### config.mk
export PLATFORM = sky130hd
export DESIGN_NAME = mast_piso_slave_data
export DESIGN_NICKNAME = d
export VERILOG_FILES = /design/src/rtl/mast_piso_slave_data.sv
export SDC_FILE = /design/constraint.sdc
export NUM_CORES = 1
export LEC_CHECK = 0
export ABC_CLOCK_PERIOD_IN_PS = 2170
export CORE_UTILIZATION = 40
export CTS_CLUSTER_DIAMETER = 120
export DETAILED_ROUTE_END_ITERATION = 16
export HOLD_SLACK_MARGIN = 0.03
export PLACE_DENSITY = 0.73
export SYNTH_ARGS = -nofsm -noshare
export SYNTH_HDL_FRONTEND = slang
export SYNTH_SLANG_ARGS = --single-unit
### constraint.sdc
create_clock -name master_scl_sixt -period 2.17 [get_ports master_scl_sixt]
set_clock_uncertainty 0.05 [all_clocks]
set_input_delay 0.434 -clock master_scl_sixt [delete_from_list [all_inputs] [get_ports master_scl_sixt]]
set_output_delay 0.434 -clock master_scl_sixt [all_outputs]
set_load 0.01 [all_outputs]
### src/rtl/mast_piso_slave_data.sv
// I2C master transmit shifter: accepts one byte, shifts it MSB-first onto SDA, then samples the slave ACK.
// Optional MAST_TX_NACK_ERR_EN adds master_tx_nack_err and one extra not-ready cycle after DONE.
module mast_piso_slave_data #(
    parameter int DATA_WIDTH  = 8,
    parameter int BIT_TICKS   = 16,
    parameter int SAMPLE_TICK = 8
) (
    input  logic                  master_scl_sixt,
    input  logic                  master_rst_n,
    input  logic [DATA_WIDTH-1:0] master_tx_data,
    input  logic                  master_tx_valid,
    output logic                  master_tx_ready,
    input  logic                  master_sda_in,
    output logic                  master_sda_out,
    output logic                  master_sda_oe,
    output logic                  master_tx_busy,
    output logic                  master_tx_done,
    output logic                  master_tx_ack,
`ifdef MAST_TX_NACK_ERR_EN
    output logic                  master_tx_nack_err,
`endif
    output logic [1:0]            master_tx_state
);

    localparam int TICK_W = (BIT_TICKS > 2) ? $clog2(BIT_TICKS) : 1;
    localparam int BIT_W  = (DATA_WIDTH > 2) ? $clog2(DATA_WIDTH) : 1;
    localparam logic [TICK_W-1:0] TICK_LAST = TICK_W'(BIT_TICKS - 1);
    localparam logic [TICK_W-1:0] TICK_SMPL = TICK_W'(SAMPLE_TICK);
    localparam logic [BIT_W-1:0]  BIT_LAST  = BIT_W'(DATA_WIDTH - 1);

    // Handshake: a byte is taken at a rising edge where master_tx_valid and
    // master_tx_ready are both high; ready is decoded from state, valid is not
    // buffered, and master_tx_data is only looked at on that edge.
    typedef enum logic [1:0] {
        IDLE  = 2'd0,
        SHIFT = 2'd1,
        ACK   = 2'd2,
        DONE  = 2'd3
    } state_t;

    state_t                state;
    logic [DATA_WIDTH-1:0] shift_q;
    logic [DATA_WIDTH-1:0] shift_next;
    logic [BIT_W-1:0]      bit_cnt;
    logic [TICK_W-1:0]     tick_cnt;
    logic                  hold_q;
    logic                  accept;

    assign shift_next      = shift_q << 1;
    assign master_tx_ready = (state == IDLE) && !hold_q;
    assign accept          = master_tx_valid && master_tx_ready;
    assign master_tx_state = state;

`ifdef MAST_TX_NACK_ERR_EN
    logic ack_sample;
    // Covers SAMPLE_TICK == BIT_TICKS-1, where the sample and the DONE entry share an edge.
    assign ack_sample = (tick_cnt == TICK_SMPL) ? ~master_sda_in : master_tx_ack;
`else
    assign hold_q = 1'b0;
`endif

    always_ff @(posedge master_scl_sixt) begin
        if (!master_rst_n) begin
            state          <= IDLE;
            shift_q        <= '0;
            bit_cnt        <= '0;
            tick_cnt       <= '0;
            master_sda_out <= 1'b1;
            master_sda_oe  <= 1'b0;
            master_tx_busy <= 1'b0;
            master_tx_done <= 1'b0;
            master_tx_ack  <= 1'b0;
`ifdef MAST_TX_NACK_ERR_EN
            master_tx_nack_err <= 1'b0;
            hold_q             <= 1'b0;
`endif
        end else begin
            master_tx_done <= 1'b0;
`ifdef MAST_TX_NACK_ERR_EN
            master_tx_nack_err <= 1'b0;
            hold_q             <= 1'b0;
`endif
            case (state)
                IDLE: begin
                    master_sda_oe  <= 1'b0;
                    master_sda_out <= 1'b1;
                    master_tx_busy <= 1'b0;
                    if (accept) begin
                        shift_q        <= master_tx_data;
                        bit_cnt        <= BIT_LAST;
                        tick_cnt       <= '0;
                        master_tx_ack  <= 1'b0;
                        master_sda_oe  <= 1'b1;
                        master_sda_out <= master_tx_data[DATA_WIDTH-1];
                        master_tx_busy <= 1'b1;
                        state          <= SHIFT;
                    end
                end
                SHIFT: begin
                    if (tick_cnt == TICK_LAST) begin
                        tick_cnt <= '0;
                        if (bit_cnt == '0) begin
                            master_sda_oe  <= 1'b0;
                            master_sda_out <= 1'b1;
                            state          <= ACK;
                        end else begin
                            shift_q        <= shift_next;
                            master_sda_out <= shift_next[DATA_WIDTH-1];
                            bit_cnt        <= bit_cnt - BIT_W'(1);
                        end
                    end else begin
                        tick_cnt <= tick_cnt + TICK_W'(1);
                    end
                end
                ACK: begin
                    // SDA low at the sample tick means the slave acknowledged.
                    if (tick_cnt == TICK_SMPL) begin
                        master_tx_ack <= ~master_sda_in;
                    end
                    if (tick_cnt == TICK_LAST) begin
                        tick_cnt       <= '0;
                        master_tx_done <= 1'b1;
                        state          <= DONE;
`ifdef MAST_TX_NACK_ERR_EN
                        master_tx_nack_err <= ~ack_sample;
`endif
                    end else begin
                        tick_cnt <= tick_cnt + TICK_W'(1);
                    end
                end
                DONE: begin
                    master_tx_busy <= 1'b0;
                    state          <= IDLE;
`ifdef MAST_TX_NACK_ERR_EN
                    hold_q <= 1'b1;
`endif
                end
                default: begin
                    state <= IDLE;
                end
            endcase
        end
    end

endmodule

==> results of run 1 <==
==> worst min-delay path: stages, from the launching register on <==
cell	delay [ns]
dfxtp_1	0.33
nand2_1	0.05
mux2i_1	0.05
==> kinds of logic after synthesis <==
kind of cell / count (synthesis)
AOI/OAI and AO/OA: 18
DFF: 21
muxes: 22
adders and majority gates: 10
and+or+nand+nor: 54
buffers and inverters: 14
==> path summary, 6_finish.rpt <==
check                           cells past startpoint              end          startpoint  slack [ns]
worst min register to register                      2       shift_q[3]          shift_q[3]        0.42
worst max register to register                      5       shift_q[2]  master_tx_state[1]        0.28
worst min-delay path                                2       shift_q[3]          shift_q[3]        0.42
worst max-delay path                                3  master_tx_ready  master_tx_state[0]        0.12
==> synthesized netlist by cell type (2+ instances only) <==
master / n
a21oi_1: 2
a32oi_1: 2
clkbuf_1: 3
dfxtp_1: 21
ha_1: 10
inv_1: 8
mux2_2: 8
mux2i_1: 14
nand2_1: 23
nand2b_1: 2
nand3_1: 5
nand3b_1: 2
nand4_1: 2
nor2_1: 7
nor2b_1: 3
o21ai_0: 2
o221a_2: 2
==> cell type report <==
type | instances | area share, %
flip-flops and latches | 21 | 26.8
repair buffers | 25 | 15.0
inverters | 8 | 1.92
clock buffers | 4 | 1.68
multi-input cells | 104 | 51.1
well taps | 44 | 3.51
==> power by group <==
group	switching [mW]	total [mW]	internal [mW]
registers	0.0814	0.584	0.503
logic	0.558	1.16	0.601
clock network	0.124	0.195	0.0719
total	0.763	1.94	1.18
==> per-layer routing <==
metal  up-vias  share of wire [%]
met3         4                3.8
li1        539                  -
met5         -                  0
met1       540                 44
met4         0                2.0
met2        24                 51
==> cell usage in the layout, fill, tap and decap left out, drive strengths merged, types with 2 or more instances in the layout <==
master,count
nor2b,4
nand3,5
a32oi,2
nand4,2
o21ai,2
mux2,8
buf,6
o221a,2
nand2b,2
and3,2
clkbuf,4
dfxtp,21
o211ai,2
inv,8
mux2i,14
nand2,23
a21oi,2
nand3b,2
ha,10
nor2,7
clkdlybuf4s50,19
==> sequential cells by signal (all words and copies together), names as in the netlist <==
name	count
master_tx_state	2
master_tx_busy	1
master_tx_done	1
shift_q	7
master_tx_ack	1
tick_cnt	4
master_sda_out	1
master_sda_oe	1
bit_cnt	3
==> results.md, run 1 <==
* Input/output buffers at 19
* Leak Pwr at 0.637 nW
* Post-Place Cells at 202
* Setup crit end kind: output port
* Die height at 58.3 um
* Met2 usage at 32.8%
* Yosys warnings at 0
* Compound-Gate Fraction of Synth Area at 12.0%
* Rel. slew slack at 66.7%
* XOR/XNOR Fraction of Synth Area at 0%
* Total negative slack at 0 ns
* Syn-to-layout area delta at 23.4%
* Global routing usage on met3 at 3.74%
* Total wire length at 2.78 mm
* Clk buf depth at 2
* Measured slew at the worst slew-check pin at 0.498 ns
* DIE AREA at 3400 um^2
* Grt ovf at 0
* Vias at 1107
* Adder-Cell Fraction of Synth Area at 9.85%
* Sequential area share after synthesis at 33.1%
* # rows at 20
* Cell family with most CP delay: buffers and inverters
* Gr usage total at 18.4%
* Drt pass-1 iters at 4
* Core Util, Final at 51.8%
* Setup Viol. Count Final at 0
* Critical path peak fanout at 8
* Synth Flop Type: dfxtp_1
* Required @ worst endpoint at 1.69 ns
* Final setup margin at 0.116 ns
* CTS Buf Count at 3
* DRT antenna net count at 0
* Post-synth EDFFs at 0
* RSZ-0062 raised after global routing: false
* Critical Path, Cell by Cell: inv_2, ha_4, clkdlybuf4s50_1
* CTS Sinks at 21
* Worst path bufs/invs at 2
* Area of the multi-input gates at 801 um^2
* Synth Instances at 139
* Final hold slack at 0.417 ns
* Antenna violations before repair at 0
* Max frequency at 487 MHz
* Total power draw at 1.94 mW
* Critical path type: register to output port
* FF+latch area at 420 um^2
* Global routing's busiest layer: met2
* Post-synth top area share at 33.1%
* Vias in the first global route at 1059
* Mux contribution to synthesized area at 18.1%
* GR Layer Usage met1 at 20.8%
* Number of vias per cell at 5.37
* Cell Area, Synth at 1270 um^2
* Pre-CTS setup slack at 0.0899 ns
* Crit path arrival time at 1.57 ns
* FILL cells at 288
* Max-slew violations at 0
* Syn avg cell area at 9.14 um^2
* Largest net degree at the start of global routing at 17
* 1st-iter DRT viols at 25
* Initial Util at 41.9%
* Type of origin of the critical path: register
* H-Tree Depth at 1
* Period utilization at 94.7%
* Die width at 58.3 um
* Pwr dens at 1240 nW/um^2
* Worst min-delay path class: register to register
* Peak VDD IR at 0.665 mV
* Syn Nets at 161
* Yosys top cell by area: dfxtp_1
* Max stage delay on crit path at 0.54 ns
* CTS Hold Buffers Added at 0
* Layout cells sized above 1 at 17.3%
* Asr flop ratio synth at 0%
* Period minus WS final at 2.05 ns
* Slowest stage cell, crit path: clkdlybuf4s50_1
* Post-route cell area at 1570 um^2
* DP Area at 1530 um^2
* Worst-skew pair later-pin latency at 0.31 ns
* Post-detail-place hpwl at 2.14 mm
* Seq cells post-synth at 21
* Core Area at 3030 um^2
* Max Cap Viol at 0
* Largest family of logic cells by synthesized area: simple AND/OR/NAND/NOR gates
* Finished Layout Cells at 206
* First-pass GRT wire length at 4.69 mm
* Outcome: finished clean
* I/O pin count at 20
* CTS root buffer: clkbuf_4
* Worst-path clk slew at 0.12 ns
* N_diodes at 0
* # resized after CTS at 2
* Placer congestion estimate at 0.805
* Final hold vios at 0
* Ranking of synthesized cells by area: dfxtp_1 (33%), mux2i_1 (11%), ha_1 (9.9%), mux2_2 (7.1%), nand2_1 (6.8%)
* DRC at 0
* Wire length per cell at 13.5 um
* CTS tree: built
* Synth Area in Simple Gates at 22.1%
* Synth unique cells at 40
* Post-CTS Setup Repair Bufs at 0
* Layout Nets at 185
Power figures use the tool's default switching activity.
==> inputs of run 2 (changes only) <==
Settings changed: CTS_CLUSTER_SIZE from default to 25.
==> results of run 2 <==
Same layout as run 1: the final DEF is identical, and so are final timing and power.
